## src/rtl/mem_share_control_wrapper_if.sv

```systemverilog
// Bus between the access-request generator / register loader and the memory-share
// control block; the control block uses the slave modport.
interface mem_share_control_wrapper_if #(
    parameter int SHARE_GROUP_SIZE        = 5,
    parameter int RQST_ADDR_BITWIDTH      = 2,
    parameter int RQST_MODE_BITWIDTH      = 2,
    parameter int L1PA_REGFILE_ADDR_WIDTH = 4,
    parameter int L1PA_SHIFT_BITWIDTH     = 3,
    parameter int L1PA_REGFILE_PAGE_WIDTH = 4
);
    logic [RQST_ADDR_BITWIDTH*SHARE_GROUP_SIZE-1:0] rqst_addr_i;
    logic [RQST_MODE_BITWIDTH-1:0]                  modeSet_i;
    logic [L1PA_SHIFT_BITWIDTH-1:0]                 l1pa_shift_o;
    logic                                           isGtr_o;
    logic [L1PA_REGFILE_ADDR_WIDTH-1:0]             regType0_waddr_i;
    logic [L1PA_REGFILE_PAGE_WIDTH-1:0]             regType0_wdata_i;
    logic                                           regType0_we_i;

    modport master (
        output rqst_addr_i, modeSet_i, regType0_waddr_i, regType0_wdata_i, regType0_we_i,
        input  l1pa_shift_o, isGtr_o
    );

    modport slave (
        input  rqst_addr_i, modeSet_i, regType0_waddr_i, regType0_wdata_i, regType0_we_i,
        output l1pa_shift_o, isGtr_o
    );
endinterface

```

## src/rtl/mem_share_control_wrapper.sv

```systemverilog
// L1PA shift-pattern register file plus sequencer for one memory share group.
// Optional macro MEMSHARE_REGFILE_WRITE_PROTECT_EN blocks register-file writes while in RUN.
//
// state | meaning
// IDLE  | outputs zero; waits for a non-zero modeSet_i, latches offset and base pointer
// RUN   | emits one shift per cycle from regfile[ptr] until the gtr flag or ptr[1:0]==3
module mem_share_control_wrapper #(
    parameter int SHARE_GROUP_SIZE        = 5,
    parameter int RQST_ADDR_BITWIDTH      = 2,
    parameter int RQST_MODE_BITWIDTH      = 2,
    parameter int L1PA_REGFILE_PAGE_NUM   = 16,
    parameter int L1PA_REGFILE_ADDR_WIDTH = 4,
    parameter int L1PA_SHIFT_BITWIDTH     = 3,
    parameter int L1PA_REGFILE_PAGE_WIDTH = 4
) (
    input logic                        sys_clk,
    input logic                        rstn,
    mem_share_control_wrapper_if.slave bus
);
    localparam int SUM_W = $clog2(SHARE_GROUP_SIZE * ((1 << RQST_ADDR_BITWIDTH) - 1) + 1);
    localparam int ADD_W = L1PA_SHIFT_BITWIDTH + 1;

    typedef enum logic [0:0] {
        IDLE = 1'b0,
        RUN  = 1'b1
    } state_t;

    state_t                               r_state;
    state_t                               w_state_nxt;
    logic [L1PA_REGFILE_PAGE_WIDTH-1:0]   r_regfile [L1PA_REGFILE_PAGE_NUM];
    logic [L1PA_REGFILE_ADDR_WIDTH-1:0]   r_ptr;
    logic [L1PA_REGFILE_ADDR_WIDTH-1:0]   w_ptr_nxt;
    logic [L1PA_SHIFT_BITWIDTH-1:0]       r_offset;
    logic [L1PA_SHIFT_BITWIDTH-1:0]       w_offset_nxt;
    logic [L1PA_SHIFT_BITWIDTH-1:0]       w_offset_new;
    logic [L1PA_SHIFT_BITWIDTH-1:0]       r_shift;
    logic [L1PA_SHIFT_BITWIDTH-1:0]       w_shift_nxt;
    logic [L1PA_SHIFT_BITWIDTH-1:0]       w_shift_mod;
    logic                                 r_gtr;
    logic                                 w_gtr_nxt;
    logic [SUM_W-1:0]                     w_addr_sum;
    logic [ADD_W-1:0]                     w_shift_sum;
    logic [L1PA_REGFILE_PAGE_WIDTH-1:0]   w_entry;
    logic                                 w_last;
    logic                                 w_we;

    always_comb begin
        w_addr_sum = '0;
        for (int k = 0; k < SHARE_GROUP_SIZE; k++) begin
            w_addr_sum = w_addr_sum
                       + SUM_W'(bus.rqst_addr_i[k*RQST_ADDR_BITWIDTH +: RQST_ADDR_BITWIDTH]);
        end
    end

    assign w_offset_new = L1PA_SHIFT_BITWIDTH'(w_addr_sum % SUM_W'(SHARE_GROUP_SIZE));

    // Read is combinational on the old array contents, so a same-cycle write is seen next cycle.
    assign w_entry     = r_regfile[r_ptr];
    assign w_shift_sum = ADD_W'(w_entry[L1PA_SHIFT_BITWIDTH-1:0]) + ADD_W'(r_offset);
    assign w_shift_mod = L1PA_SHIFT_BITWIDTH'(w_shift_sum % ADD_W'(SHARE_GROUP_SIZE));
    assign w_last      = (r_ptr[1:0] == 2'b11) | w_entry[L1PA_REGFILE_PAGE_WIDTH-1];

`ifdef MEMSHARE_REGFILE_WRITE_PROTECT_EN
    assign w_we = bus.regType0_we_i & (r_state != RUN);
`else
    assign w_we = bus.regType0_we_i;
`endif

    always_ff @(posedge sys_clk) begin
        if (w_we) begin
            r_regfile[bus.regType0_waddr_i] <= bus.regType0_wdata_i;
        end
    end

    always_comb begin
        w_state_nxt  = r_state;
        w_ptr_nxt    = r_ptr;
        w_offset_nxt = r_offset;
        w_shift_nxt  = '0;
        w_gtr_nxt    = 1'b0;
        case (r_state)
            IDLE: begin
                if (bus.modeSet_i != '0) begin
                    w_state_nxt  = RUN;
                    w_ptr_nxt    = L1PA_REGFILE_ADDR_WIDTH'({bus.modeSet_i, 2'b00});
                    w_offset_nxt = w_offset_new;
                end
            end
            RUN: begin
                w_shift_nxt = w_shift_mod;
                w_gtr_nxt   = w_last;
                if (w_last) begin
                    w_state_nxt = IDLE;
                end else begin
                    w_ptr_nxt = r_ptr + 1'b1;
                end
            end
            default: begin
                w_state_nxt = IDLE;
            end
        endcase
    end

    // rstn is active-high despite its name
    always_ff @(posedge sys_clk) begin
        if (rstn) begin
            r_state  <= IDLE;
            r_ptr    <= '0;
            r_offset <= '0;
            r_shift  <= '0;
            r_gtr    <= 1'b0;
        end else begin
            r_state  <= w_state_nxt;
            r_ptr    <= w_ptr_nxt;
            r_offset <= w_offset_nxt;
            r_shift  <= w_shift_nxt;
            r_gtr    <= w_gtr_nxt;
        end
    end

    assign bus.l1pa_shift_o = r_shift;
    assign bus.isGtr_o      = r_gtr;
endmodule

```

## src/flat_wrapper.sv

```systemverilog
// flat-port wrapper written by rule: the top's interface ports become plain ports
module mem_share_control_wrapper_flat 
#(
    parameter int SHARE_GROUP_SIZE        = 5,
    parameter int RQST_ADDR_BITWIDTH      = 2,
    parameter int RQST_MODE_BITWIDTH      = 2,
    parameter int L1PA_REGFILE_PAGE_NUM   = 16,
    parameter int L1PA_REGFILE_ADDR_WIDTH = 4,
    parameter int L1PA_SHIFT_BITWIDTH     = 3,
    parameter int L1PA_REGFILE_PAGE_WIDTH = 4
)
  (sys_clk, rstn, bus_rqst_addr_i, bus_modeSet_i, bus_regType0_waddr_i, bus_regType0_wdata_i, bus_regType0_we_i, bus_l1pa_shift_o, bus_isGtr_o);
  mem_share_control_wrapper_if #(.SHARE_GROUP_SIZE(SHARE_GROUP_SIZE), .RQST_ADDR_BITWIDTH(RQST_ADDR_BITWIDTH), .RQST_MODE_BITWIDTH(RQST_MODE_BITWIDTH), .L1PA_REGFILE_ADDR_WIDTH(L1PA_REGFILE_ADDR_WIDTH), .L1PA_SHIFT_BITWIDTH(L1PA_SHIFT_BITWIDTH), .L1PA_REGFILE_PAGE_WIDTH(L1PA_REGFILE_PAGE_WIDTH)) bus_i ();
  input logic sys_clk;
  input logic rstn;
  input wire logic [$bits(bus_i.rqst_addr_i)-1:0] bus_rqst_addr_i;
  input wire logic [$bits(bus_i.modeSet_i)-1:0] bus_modeSet_i;
  input wire logic [$bits(bus_i.regType0_waddr_i)-1:0] bus_regType0_waddr_i;
  input wire logic [$bits(bus_i.regType0_wdata_i)-1:0] bus_regType0_wdata_i;
  input wire logic [$bits(bus_i.regType0_we_i)-1:0] bus_regType0_we_i;
  output wire logic [$bits(bus_i.l1pa_shift_o)-1:0] bus_l1pa_shift_o;
  output wire logic [$bits(bus_i.isGtr_o)-1:0] bus_isGtr_o;
  assign bus_i.rqst_addr_i = bus_rqst_addr_i;
  assign bus_i.modeSet_i = bus_modeSet_i;
  assign bus_i.regType0_waddr_i = bus_regType0_waddr_i;
  assign bus_i.regType0_wdata_i = bus_regType0_wdata_i;
  assign bus_i.regType0_we_i = bus_regType0_we_i;
  assign bus_l1pa_shift_o = bus_i.l1pa_shift_o;
  assign bus_isGtr_o = bus_i.isGtr_o;
  mem_share_control_wrapper #(.SHARE_GROUP_SIZE(SHARE_GROUP_SIZE), .RQST_ADDR_BITWIDTH(RQST_ADDR_BITWIDTH), .RQST_MODE_BITWIDTH(RQST_MODE_BITWIDTH), .L1PA_REGFILE_PAGE_NUM(L1PA_REGFILE_PAGE_NUM), .L1PA_REGFILE_ADDR_WIDTH(L1PA_REGFILE_ADDR_WIDTH), .L1PA_SHIFT_BITWIDTH(L1PA_SHIFT_BITWIDTH), .L1PA_REGFILE_PAGE_WIDTH(L1PA_REGFILE_PAGE_WIDTH)) u_core (.sys_clk(sys_clk), .rstn(rstn), .bus(bus_i));
endmodule
```

## config.mk

```make
export PLATFORM = sky130hd
export DESIGN_NAME = mem_share_control_wrapper_flat
export DESIGN_NICKNAME = d
export VERILOG_FILES = /design/src/rtl/mem_share_control_wrapper_if.sv /design/src/rtl/mem_share_control_wrapper.sv /design/src/flat_wrapper.sv
export SDC_FILE = /design/constraint.sdc
export NUM_CORES = 1
export LEC_CHECK = 0
export CORE_ASPECT_RATIO = 1.25
export CORE_UTILIZATION = 54
export CTS_CLUSTER_DIAMETER = 30
export DETAILED_ROUTE_END_ITERATION = 6
export MAX_ROUTING_LAYER = met4
export PLACE_DENSITY_LB_ADDON = 0.25
export SKIP_CTS_REPAIR_TIMING = 1
export SLEW_MARGIN = 20
export SYNTH_ARGS = -nofsm -noshare
export SYNTH_HDL_FRONTEND = slang
export SYNTH_SLANG_ARGS = --single-unit
```

## constraint.sdc

```tcl
create_clock -name sys_clk -period 13.5 [get_ports sys_clk]
set_clock_uncertainty 0.2 [all_clocks]
set_input_delay 2.7 -clock sys_clk [delete_from_list [all_inputs] [get_ports sys_clk]]
set_output_delay 2.7 -clock sys_clk [all_outputs]
set_load 0.02 [all_outputs]
```

======== Word level (Yosys, flattened, before mapping) ========
Memory sizes are Yosys's and may differ from the RTL's. A register that Yosys moved wholly into a read port is not among the register bits.
Index checks and enable logic that the tools add are counted.
operators by class
  add/subtract/negate cells ............... 6
  div/mod/pow operators ................... 2
  equal/unequal tests ..................... 3
  mux-type cells .......................... 10
  bitwise logic cells ..................... 2
  reductions and logical operators ........ 4
operator list
  operator                                        number
  2-to-1 mux 4 bit                                4
  adder 4 x 2 -> 4 bit                            3
  modulo 4 x 3 -> 4 bit (second input constant)   2
  case mux 4 bit (2 select lines)                 1
  adder 3 x 3 -> 4 bit                            1
  adder 4 x 1 -> 4 bit (second input constant)    1
  2-to-1 mux 1 bit                                4
  AND reduction 2 bit                             2
  adder 2 x 2 -> 3 bit                            1
  equality test 2 bit (second input constant)     1
  != test 2 x 1 -> 1 bit (second input constant)  1
  != test 2 bit (second input constant)           1
  case mux 1 bit (2 select lines)                 1
  nonzero test 2 bit                              1
  OR reduction 2 bit                              1
  NOT 1 bit                                       1
  OR 1 bit                                        1
word-level totals
  register bits ........................... 12
  bits in writable memories ............... 64
  output and inout bits ................... 4
  memories kept ........................... 1
memory list
  name              depth  width  rd ports  clocked after Yosys merged registers in  wr ports  RTL line                         source
  u_core.r_regfile  16     4      1         1                                        1         mem_share_control_wrapper.sv:30  logic [L1PA_REGFILE_PAGE_WIDTH-1:0] r_regfile [L1PA_REGFILE_PAGE_NUM];

======== Longest topological paths before layout ========
Gate-level depths: netlist (run 1).
  depth after elaboration ................. 6
  mapped depth ............................ 20
  gate-level depth less buffers ........... 20

======== Least setup slack after synthesis (run 1) ========
OpenSTA, ideal clock, no wires.
  path type ............................... input to register
  from .................................... input bus_rqst_addr_i[0]
  to ...................................... register u_core.r_offset[1]
  data arrival time ....................... 6,777 ps
  path slack .............................. 6,394 ps
  cell stages on the path ................. 20
  buffers on the path ..................... 0
  cells stage by stage .................... ha_1 -> inv_1 -> fa_1 -> inv_1 -> fa_1 -> fa_1 -> ha_1 -> inv_1 -> fa_1 -> ha_1 -> nor2b_1 -> a21oi_1 -> xnor2_1 -> inv_1 -> ha_1 -> nand2b_1 -> a221oi_1 -> o21ai_0 -> o211ai_1 -> a21oi_1
between the ends
  word-level cells in the longest chain between the ends .. 5
RTL lines
  element                             RTL line                          source
  start: declaration                  flat_wrapper.sv:16                input wire logic [$bits(bus_i.rqst_addr_i)-1:0] bus_rqst_addr_i;
  adder 2 x 2 -> 3 bit                mem_share_control_wrapper.sv:51   + SUM_W'(bus.rqst_addr_i[k*RQST_ADDR_BITWIDTH +: RQST_ADDR_BITWIDTH]);
  adder 4 x 2 -> 4 bit (3 in series)  mem_share_control_wrapper.sv:51
  modulo 4 x 3 -> 4 bit               mem_share_control_wrapper.sv:55   assign w_offset_new = L1PA_SHIFT_BITWIDTH'(w_addr_sum % SUM_W'(SHARE_GROUP_SIZE));
  end signal: assignment              mem_share_control_wrapper.sv:115  r_offset <= w_offset_nxt;
  end: declaration                    mem_share_control_wrapper.sv:33   logic [L1PA_SHIFT_BITWIDTH-1:0] r_offset;
Every way passes these cells.
A chain may end at the register's enable or synchronous reset.

======== Worst setup path after layout (run 1) ========
Ends and elaborated chain as after synthesis.

==> results of run 1 <==
metal layers:
layer | part of all wire [%] | up-vias | wire [µm]
met3 | 3.2 | 10 | 208
met1 | 41 | 1079 | 2670
met4 | 1.6 | 0 | 102
met5 | 0 | - | 0
li1 | - | 1062 | -
met2 | 54 | 47 | 3510
layout make-up:
| class | instances | area [µm²] | area share, % |
|---|---|---|---|
| clock buffers | 9 | 124 | 2.86 |
| clock inverters | 6 | 95.1 | 2.19 |
| inverters | 23 | 86.3 | 1.99 |
| multi-input cells | 157 | 1420 | 32.7 |
| flip-flops and latches | 80 | 2240 | 51.7 |
| well taps | 87 | 109 | 2.51 |
| repair buffers | 26 | 260 | 6.00 |
critical path, stage by stage:
cell and delay (ns):
clkdlybuf4s50_1 0.46, ha_1 0.14, inv_1 0.05, fa_1 0.48
inv_1 0.05, fa_1 0.45, fa_1 0.52, ha_1 0.14
inv_1 0.05, fa_1 0.52, ha_1 0.22, nor2b_1 0.27
a21oi_1 0.14, xnor2_1 0.20, inv_1 0.08, ha_1 0.19
nand2b_1 0.18, a221oi_1 0.31, o21ai_0 0.13, o211ai_1 0.21
a21oi_1 0.09
final timing paths:
path | start | to | cells after the start
hold reg to reg | u_core.r_offset[0]$_SDFFE_PP0P_ | u_core.r_offset[0]$_SDFFE_PP0P_ | 2
hold / removal | u_core.r_offset[0]$_SDFFE_PP0P_ | u_core.r_offset[0]$_SDFFE_PP0P_ | 2
setup / recovery | bus_rqst_addr_i[0] | u_core.r_offset[1]$_SDFFE_PP0P_ | 21
setup reg to reg | flip-flop | u_core.bus.l1pa_shift_o[1]$_SDFF_PP0_ | 16
where the power goes:
group,switching [mW],internal [mW]
clock,0.0863,0.104
combinational,0.115,0.0978
sequential,0.0103,0.278
kinds of logic after synthesis:
| family | after synthesis | synth area share (%) |
|---|---|---|
| AO/OA/AOI/OAI | 38 | 6.50 |
| XOR/XNOR | 5 | 1.15 |
| adder cells (fa/ha/maj) | 22 | 8.44 |
| buffers and inverters | 30 | 3.46 |
| flip-flops | 80 | 59.1 |
| multiplexers | 24 | 11.7 |
| AND/OR/NAND/NOR | 68 | 9.63 |
state kept, by name, summed over array words and instances, names as in the netlist, named ones only:
register and count:
u_core.bus.l1pa_shift_o 3, u_core.bus.isGtr_o 1, u_core.r_offset 3, u_core.r_state 1, u_core.r_regfile 64, u_core.r_ptr 4
cell usage after synthesis, drive strengths merged, types with 2 or more instances:
| master | n | area share, % |
|---|---|---|
| ha | 16 | 5.3 |
| xor2 | 2 | 0.46 |
| inv | 23 | 2.3 |
| fa | 6 | 3.2 |
| nor3 | 9 | 1.3 |
| a211oi | 3 | 0.59 |
| xnor2 | 3 | 0.69 |
| o211ai | 5 | 0.99 |
| o21ai | 5 | 0.66 |
| a21oi | 13 | 1.7 |
| nand3 | 5 | 0.66 |
| a21o | 4 | 0.79 |
| nor2 | 20 | 2.0 |
| nand2b | 8 | 1.3 |
| nor2b | 4 | 0.66 |
| dfxtp | 16 | 8.4 |
| mux4 | 16 | 9.6 |
| and3 | 2 | 0.46 |
| nand3b | 4 | 0.79 |
| a221oi | 2 | 0.46 |
| edfxtp | 64 | 51 |
| mux2i | 8 | 2.1 |
| nand2 | 10 | 0.99 |
| buf | 7 | 1.2 |
==> run_results.csv, run 1 <==
group,metric,value,unit
pwr,leakage,1.53,nW
route,via_per_inst,5.66,
sta,hold_viol,0,
setup_path,critPathArrivalTime,7.60,ns
clock_network,cts.sink_count,80,
sta,relSlewSlack,36.0,%
global_routing,grt_use_total,20.8,%
run,maxCapViolations,0,
hold_path,hp-class,"flip-flop to flip-flop",
setup_path,cp.required,13.53,ns
cells_and_area,drive_above_1_share,11.6,%
run_status,status,"finished, final reports clean",
synth,yosys_warnings,0,
setup_path,crit_type,"input pin to flip-flop",
pwr,ir_worst_vdd,0.103,mV
sta,period_needed,7.57,ns
synth,async_flop_share,0,%
global_routing,grt_pass1_wl,10.7,mm
floorplanning,start_util,56.7,%
cells_and_area,fin_cells,388,
floorplanning,ioPinCount,27,
global_routing,gr-total-overflow,0,
cells_and_area,fillers,520,
pwr,total_power,0.692,mW
pwr,p_per_area,160,nW/µm²
place,placed_cell_area,4120,µm²
route,drtAntennaViolNets,0,
floorplanning,fp.dieH,95.7,µm
synth,synth_area,3790,µm²
clock_network,root_buffer,"clkbuf_8",
route,drc,0,
place,port_buffers,26,
clock_network,cts_buffer_depth,2,
clock_network,clk_pin_slew,0.08,ns
route,drt_iter0_markers,67,
sta,max_freq,0.132,GHz
global_routing,grt_pass1_vias,2252,
route,firstDrtPassIters,4,
clock_network,insertion_delay,0.35,ns
clock_network,cts_buffers,9,
synth,avgSynthCellArea,14.2,µm²
route,wl,6.50,mm
floorplanning,die_w,77.0,µm
sta,rsz0062_at_grt,"false",
synth,synthCells,267,
clock_network,cts_tree,"built",
floorplanning,die_area,7370,µm²
global_routing,use_met3,5.50,%
clock_network,cts_htree_levels,3,
synth,synth_ff_type,"edfxtp_1",
floorplanning,rows,33,
setup_path,crit_fanout,6,
synth,ys_seq_elements,80,
synth,ys_types,42,
sta,hold_ws,0.275,ns
synth,yosysSeqAreaShare,59.1,%
place,gp_congestion,0.873,
cells_and_area,design_area,4340,µm²
cells_and_area,post-route-util,64.9,%
cells_and_area,areaGrowthSynthToFinish,14.3,%
place,dpl_worst_slack,5.59,ns
route,vias,2198,
floorplanning,core,6690,µm²
global_routing,antenna_found_initial,0,
synth,syn-num-nets,312,
cells_and_area,final_common_cell,"edfxtp_1",
sta,worst_slack,5.93,ns
cells_and_area,antenna_cells,0,
global_routing,grt_max_degree,21,
sta,slew_violations,0,
global_routing,busiest_layer,"met2",
sta,setup-tns-final,0,ns
sta,worstMarginPinSlew,0.958,ns
route,wire_per_inst,16.7,µm
cells_and_area,layout_common_cells,"edfxtp_1, clkdlybuf4s50_1, inv_1",
setup_path,start_kind,"input pin",
global_routing,met1_usage,21.7,%
global_routing,gr-usage-met2,37.6,%
sta,setup_violations,0,
sta,fin_crit_sh,56.1,%
setup_path,ff2ff_setup_slack,8.51,ns
synth,synth_edf_count,64,
place,dp_hpwl,4.80,mm
setup_path,cp-end-kind,"flip-flop",
place,dp.cells,373,
cells_and_area,nets,342,
Power figures use the tool's default switching activity.
==> run 2: changes to the inputs <==
CORE_UTILIZATION = 53   (was 54)
clock period = 6.19 ns   (was 13.5 ns; I/O delays follow)
==> run_results.csv, run 2 (same netlist as run 1, synthesis figures left out) <==
group,metric,value,unit
run_status,status,"finished, final reports clean",
place,dp_hpwl,4.88,mm
sta,setup_violations,0,
floorplanning,rows,34,
floorplanning,start_util,54.7,%
sta,worstMarginPinSlew,0.793,ns
cells_and_area,nets,348,
route,wl,6.79,mm
pwr,ir_worst_vdd,0.252,mV
cells_and_area,drive_above_1_share,13.0,%
sta,max_freq,0.171,GHz
sta,relSlewSlack,47.1,%
setup_path,crit_path_top_delay_cell,"fa_1",
cells_and_area,largest_reg_flops,64,
place,placed_cell_area,4170,µm²
route,drc,0,
setup_path,rr_endpoint,"u_core.bus.l1pa_shift_o[1]$_SDFF_PP0_",
setup_path,ff2ff_setup_slack,1.16,ns
route,via_per_inst,5.59,
clock_network,cts_buffer_depth,2,
sta,period_needed,5.83,ns
setup_path,cp.depth,21,
route,firstDrtPassIters,4,
global_routing,grt_use_total,20.7,%
sta,hold_viol,0,
clock_network,cts_htree_levels,3,
sta,rsz0062_at_grt,"false",
pwr,leakage,1.55,nW
setup_path,critPathLaunch,"bus_rqst_addr_i[0]",
setup_path,endpoint,"u_core.r_offset[1]$_SDFFE_PP0P_",
setup_path,cp-end-kind,"flip-flop",
clock_network,root_buffer,"clkbuf_8",
setup_path,critPathArrivalTime,5.86,ns
floorplanning,ioPinCount,27,
global_routing,gr-total-overflow,0,
cells_and_area,reg_top3,"u_core.r_regfile (64), u_core.r_ptr (4)",
setup_path,cp.required,6.22,ns
floorplanning,core,6930,µm²
floorplanning,die_area,7500,µm²
run,maxCapViolations,0,
hold_path,hp-class,"flip-flop to flip-flop",
cells_and_area,layout_common_cells,"edfxtp_1, clkdlybuf4s50_1, inv_1",
clock_network,cts.sink_count,80,
setup_path,crit_fanout,3,
clock_network,cts_tree,"built",
global_routing,antenna_found_initial,0,
route,drtAntennaViolNets,0,
route,drt_iter0_markers,60,
sta,fin_crit_sh,94.2,%
cells_and_area,top_register,"u_core.r_regfile",
cells_and_area,antenna_cells,0,
sta,slew_violations,0,
cells_and_area,design_area,4380,µm²
global_routing,grt_max_degree,17,
cells_and_area,fillers,534,
setup_path,cp_top_family,"adder cells",
floorplanning,die_w,77.7,µm
route,wire_per_inst,17.1,µm
hold_path,hold_start,"u_core.r_offset[0]$_SDFFE_PP0P_",
floorplanning,fp.dieH,96.6,µm
pwr,p_per_area,352,nW/µm²
cells_and_area,final_common_cell,"edfxtp_1",
place,gp_congestion,0.821,
global_routing,grt_pass1_vias,2247,
setup_path,crit_type,"input pin to flip-flop",
place,port_buffers,26,
global_routing,grt_pass1_wl,10.9,mm
route,vias,2220,
setup_path,start_kind,"input pin",
cells_and_area,multi_input_area,1420,µm²
cells_and_area,ff_latch_area,2240,µm²
cells_and_area,post-route-util,63.2,%
cells_and_area,areaGrowthSynthToFinish,15.5,%
clock_network,cts_buffers,9,
setup_path,rr_worst_depth,16,
clock_network,clk_pin_slew,0.08,ns
setup_path,path_buf_inv,5,
setup_path,critical_path.cell_chain,"clkdlybuf4s50_1 > ha_1 > inv_1 > fa_1 > inv_1 > fa_1 > fa_1 > ha_1 > inv_1 > fa_1 > ha_1 > nor2b_1 > a21oi_1 > xnor2_1 > inv_1 > ha_1 > nand2b_1 > a221oi_1 > o21ai_0 > o211ai_1 > a21oi_1",
setup_path,cpPeakStageDelay,0.53,ns
clock_network,insertion_delay,0.35,ns
-- run 2: cell count changes in the layout (fill, tap and decap cells not counted) --
cell        before  now
clkinvlp_4       0    2
inv_6            0    2
clkinv_4         4    0
buf_4            0    6
dfxtp_1         15   16
dfxtp_2          1    0
-- run 2: worst min path at each step --
| stage | to | slack (ns) | cells past startpoint |
|---|---|---|---|
| after floorplan | u_core.r_offset[0]$_SDFFE_PP0P_ | 0.24 | 2 |
| after CTS | u_core.r_offset[0]$_SDFFE_PP0P_ | 0.28 | 2 |
| after detailed placement | u_core.r_offset[0]$_SDFFE_PP0P_ | 0.27 | 2 |
| after global routing | u_core.r_offset[0]$_SDFFE_PP0P_ | 0.30 | 2 |
| final | u_core.r_offset[0]$_SDFFE_PP0P_ | 0.27 | 2 |
| after global placement | u_core.r_offset[0]$_SDFFE_PP0P_ | 0.25 | 2 |
-- run 2: cell type report --
type / count / area share, %
clock buffer: 9 / 2.83
clock inverter: 6 / 2.11
inverter: 23 / 1.97
multi-input combinational: 157 / 32.4
sequential: 80 / 51.2
tap: 90 / 2.57
timing repair buffer: 32 / 6.97
-- run 2: report_power, final --
| group | internal (mW) | switching, mW |
|---|---|---|
| Combinational | 0.229 | 0.262 |
| Clock | 0.228 | 0.196 |
| Sequential | 0.607 | 0.0213 |
-- run 2: worst reg2reg max path, cell delays in order (launching register included) --
cell	delay (ns)
dfxtp_1	0.81
buf_4	0.26
mux4_1	0.55
mux4_2	0.52
fa_1	0.42
xor2_1	0.24
inv_1	0.12
ha_1	0.19
a211o_1	0.27
nand2_1	0.09
xnor2_1	0.16
ha_1	0.23
nand2b_1	0.10
a221oi_1	0.30
a31oi_1	0.13
nor2b_1	0.17
a211oi_1	0.19
-- run 2: through the flow --
step	instances	hold slack [ns]	TNS, ns	power (mW)	worst slack [ns]
after floorplan	267	0.236	0	1.00	0.546
after global placement	382	0.253	0	1.11	0.132
after detailed placement	382	0.267	-0.0266	1.13	-0.0266
after CTS	397	0.282	0	1.55	0.343
after global routing	397	0.302	0	1.64	0.0519
final	397	0.274	0	1.54	0.358
-- run 2: routing by layer --
metal | share of wire (%) | up-vias | track usage [%]
li1 | - | 1072 | -
met1 | 39 | 1086 | 21.5
met4 | 2.8 | 0 | 9.59
met2 | 55 | 47 | 37.6
met5 | 0 | - | -
met3 | 2.7 | 15 | 4.60
==> variant: new RTL, config.mk and constraints of run 2 <==
Add a define of `MEMSHARE_REGFILE_WRITE_PROTECT_EN`.
--- a/src/rtl/mem_share_control_wrapper.sv
+++ b/src/rtl/mem_share_control_wrapper.sv
@@ -4,6 +4,8 @@
 // state | meaning
 // IDLE  | outputs zero; waits for a non-zero modeSet_i, latches offset and base pointer
 // RUN   | emits one shift per cycle from regfile[ptr] until the gtr flag or ptr[1:0]==3
+`define MEMSHARE_REGFILE_WRITE_PROTECT_EN
+
 module mem_share_control_wrapper #(
     parameter int SHARE_GROUP_SIZE        = 5,
     parameter int RQST_ADDR_BITWIDTH      = 2,
Check against the original RTL: not equivalent (Yosys sat finds a counterexample within 4 cycles, from zero or initial values and one cycle with rstn high).
==> variant against run 2 <==
Fmax is 2.1% lower. Critical path depth is 1 lower. Routed wire length is 4.0% lower. Power is 1.3% lower. Utilization is 2.2 points higher. Design area is 0.11% lower. Sequential cell count stayed put. Synthesized area is 1.1% lower. Register-to-register slack worse by 0.13 ns. Setup slack worse by 0.13 ns. Largest power group unchanged.
==> variant: results (changes against run 2) <==
syn_nets: 301 (was 312)
initial antenna violation count: 0 (unchanged)
Worst path top cell family by delay: adder cells (unchanged)
Worst-Skew Late Latency: 0.34 ns
first-pass GRT wire length: 10600 um (was 10900 um)
final net count: 341 (was 348)
status: finished clean (unchanged)
Synth Area per Inst: 14.7 sq um (was 14.2 sq um)
Clock Tree Buf Depth: 2 (unchanged)
Clock Pin Slew Worst Setup and Hold Paths: 0.08 ns (about the same)
largest net degree at the start of global routing: 18 (was 17)
vias post-DR: 2152 (was 2220)
DR iter-0 viols: 60 (unchanged)
routability cong.: 0.778 (was 0.821)
DR pass1 iterations: 4 (unchanged)
fin cells: 388 (was 397)
leakage: 1.56 nW (was 1.55 nW)
Ys Warns: 0 (unchanged)
Root Buffer: clkbuf_8 (unchanged)
most common library cells after synthesis: 64 x edfxtp_1, 24 x nor2_1, 23 x inv_1 (was 64 x edfxtp_1, 23 x inv_1, 20 x nor2_1)
layout cells sized above 1: 0.169 (was 0.130)
placed wire-length estimate: 4830 um (was 4880 um)
Synth async-reset ratio: 0 (unchanged)
Seq/Total Area, Yosys: 0.598 (was 0.591)
worst-margin pin slew: 0.859 ns (was 0.793 ns)
Worst Path Max Fanout: 3 (unchanged)
HP Class: reg -> reg (unchanged)
biggest regs: u_core.r_regfile (64), u_core.r_ptr (4) (unchanged)
synth unique cells: 44 (was 42)
Worst path max stage delay: 0.55 ns (was 0.53 ns)
htree depth: 3 (unchanged)
# port buffers: 26 (unchanged)
Max rail drop VDD: 0.303 mV (was 0.252 mV)
slowest CP cell: fa_1 (unchanged)
number of synthesized flops with an enable pin: 64 (unchanged)
synth top area cells: edfxtp_1 51%, mux4_2 9.0%, dfxtp_1 8.5%, ha_1 5.3%, fa_1 3.2% (was edfxtp_1 51%, mux4_2 8.9%, dfxtp_1 8.4%, ha_1 5.3%, fa_1 3.2%)
GRT Util Overall: 0.204 (was 0.207)
Post-Route WL: 6520 um (was 6790 um)
crit path DAT: 6.03 ns (was 5.86 ns)
n_diodes: 0 (unchanged)
placed cell count: 372 (was 382)
## variant: changes by cell type in the layout (fill, tap and decap cells not counted), moves of 2 or more
cell and delta:
ha_1 -2, nor3_1 -3, a21o_1 -2, ha_2 +2, mux4_1 +2, nor2_1 +4
o211ai_1 -3, nand2_1 +2, buf_4 +3, mux2i_1 -7, nand3_1 -2, mux2_2 +2
a22oi_1 +2, a21oi_1 -6
## variant: power breakdown
part	leakage (nW)	internal (mW)	total [mW]	switching [mW]
registers	0.708	0.601	0.619	0.0182
clock network	0.0925	0.190	0.381	0.192
logic	0.756	0.260	0.522	0.262
total	1.56	1.05	1.52	0.472
## variant: worst reg2reg max path: stages, from the launching register on
cell	delay (ns)
dfxtp_1	0.89
mux4_2	0.64
mux4_2	0.49
ha_1	0.22
fa_1	0.38
xor2_1	0.29
inv_1	0.11
ha_1	0.20
a211o_1	0.27
nand2_1	0.09
xnor2_1	0.17
ha_1	0.26
nand2b_1	0.09
a221oi_1	0.28
a31oi_1	0.12
nor2b_1	0.17
a211oi_1	0.20
## variant: worst paths after layout
path | from | end | slack [ns] | cells past startpoint
worst min register to register | u_core.r_offset[0] | u_core.r_offset[0] | 0.28 | 2
worst min-delay path | u_core.r_offset[0] | u_core.r_offset[0] | 0.28 | 2
worst max register to register | register | u_core.bus.l1pa_shift_o[1] | 1.03 | 16
worst max-delay path | bus_rqst_addr_i[0] | u_core.r_offset[1] | 0.23 | 20
## variant: stage by stage
stage	hold slack [ns]	setup TNS, ns	utilization	setup WS (ns)	area, sq um
global placement	0.266	0	0.621	0.0152	4160
global route	0.298	-0.0196	0.655	-0.0196	4380
detailed placement	0.261	-0.199	0.621	-0.142	4160
CTS	0.278	0	0.652	0.218	4360
finish	0.276	0	0.655	0.232	4380
floorplan	0.236	0	-	0.402	3750
## variant: cells by family after synthesis
| family | after synthesis | share of synthesized area |
|---|---|---|
| flops | 80 | 0.598 |
| simple gates | 62 | 0.0791 |
| compound gates | 37 | 0.0751 |
| buf+inv | 29 | 0.0314 |
| fa+ha+maj | 22 | 0.0854 |
| mux | 21 | 0.120 |
| xor+xnor | 5 | 0.0117 |
## variant: layout make-up
cell class                      count  area, sq um
Fill cell                         503         2310
Sequential cell                    80         2240
Multi-Input combinational cell    147         1410
Timing Repair Buffer               35          328
Clock buffer                        9          124
Tap cell                           87          109
Inverter                           23         86.3
Clock inverter                      7         78.8
## variant: layer usage
metal  global-route usage  share of wire  vias up
li1                     -              -     1049
met1                0.218           0.41     1062
met2                0.375           0.55       34
met3               0.0408          0.024        7
met4               0.0755          0.014        0
met5                    -              0        -
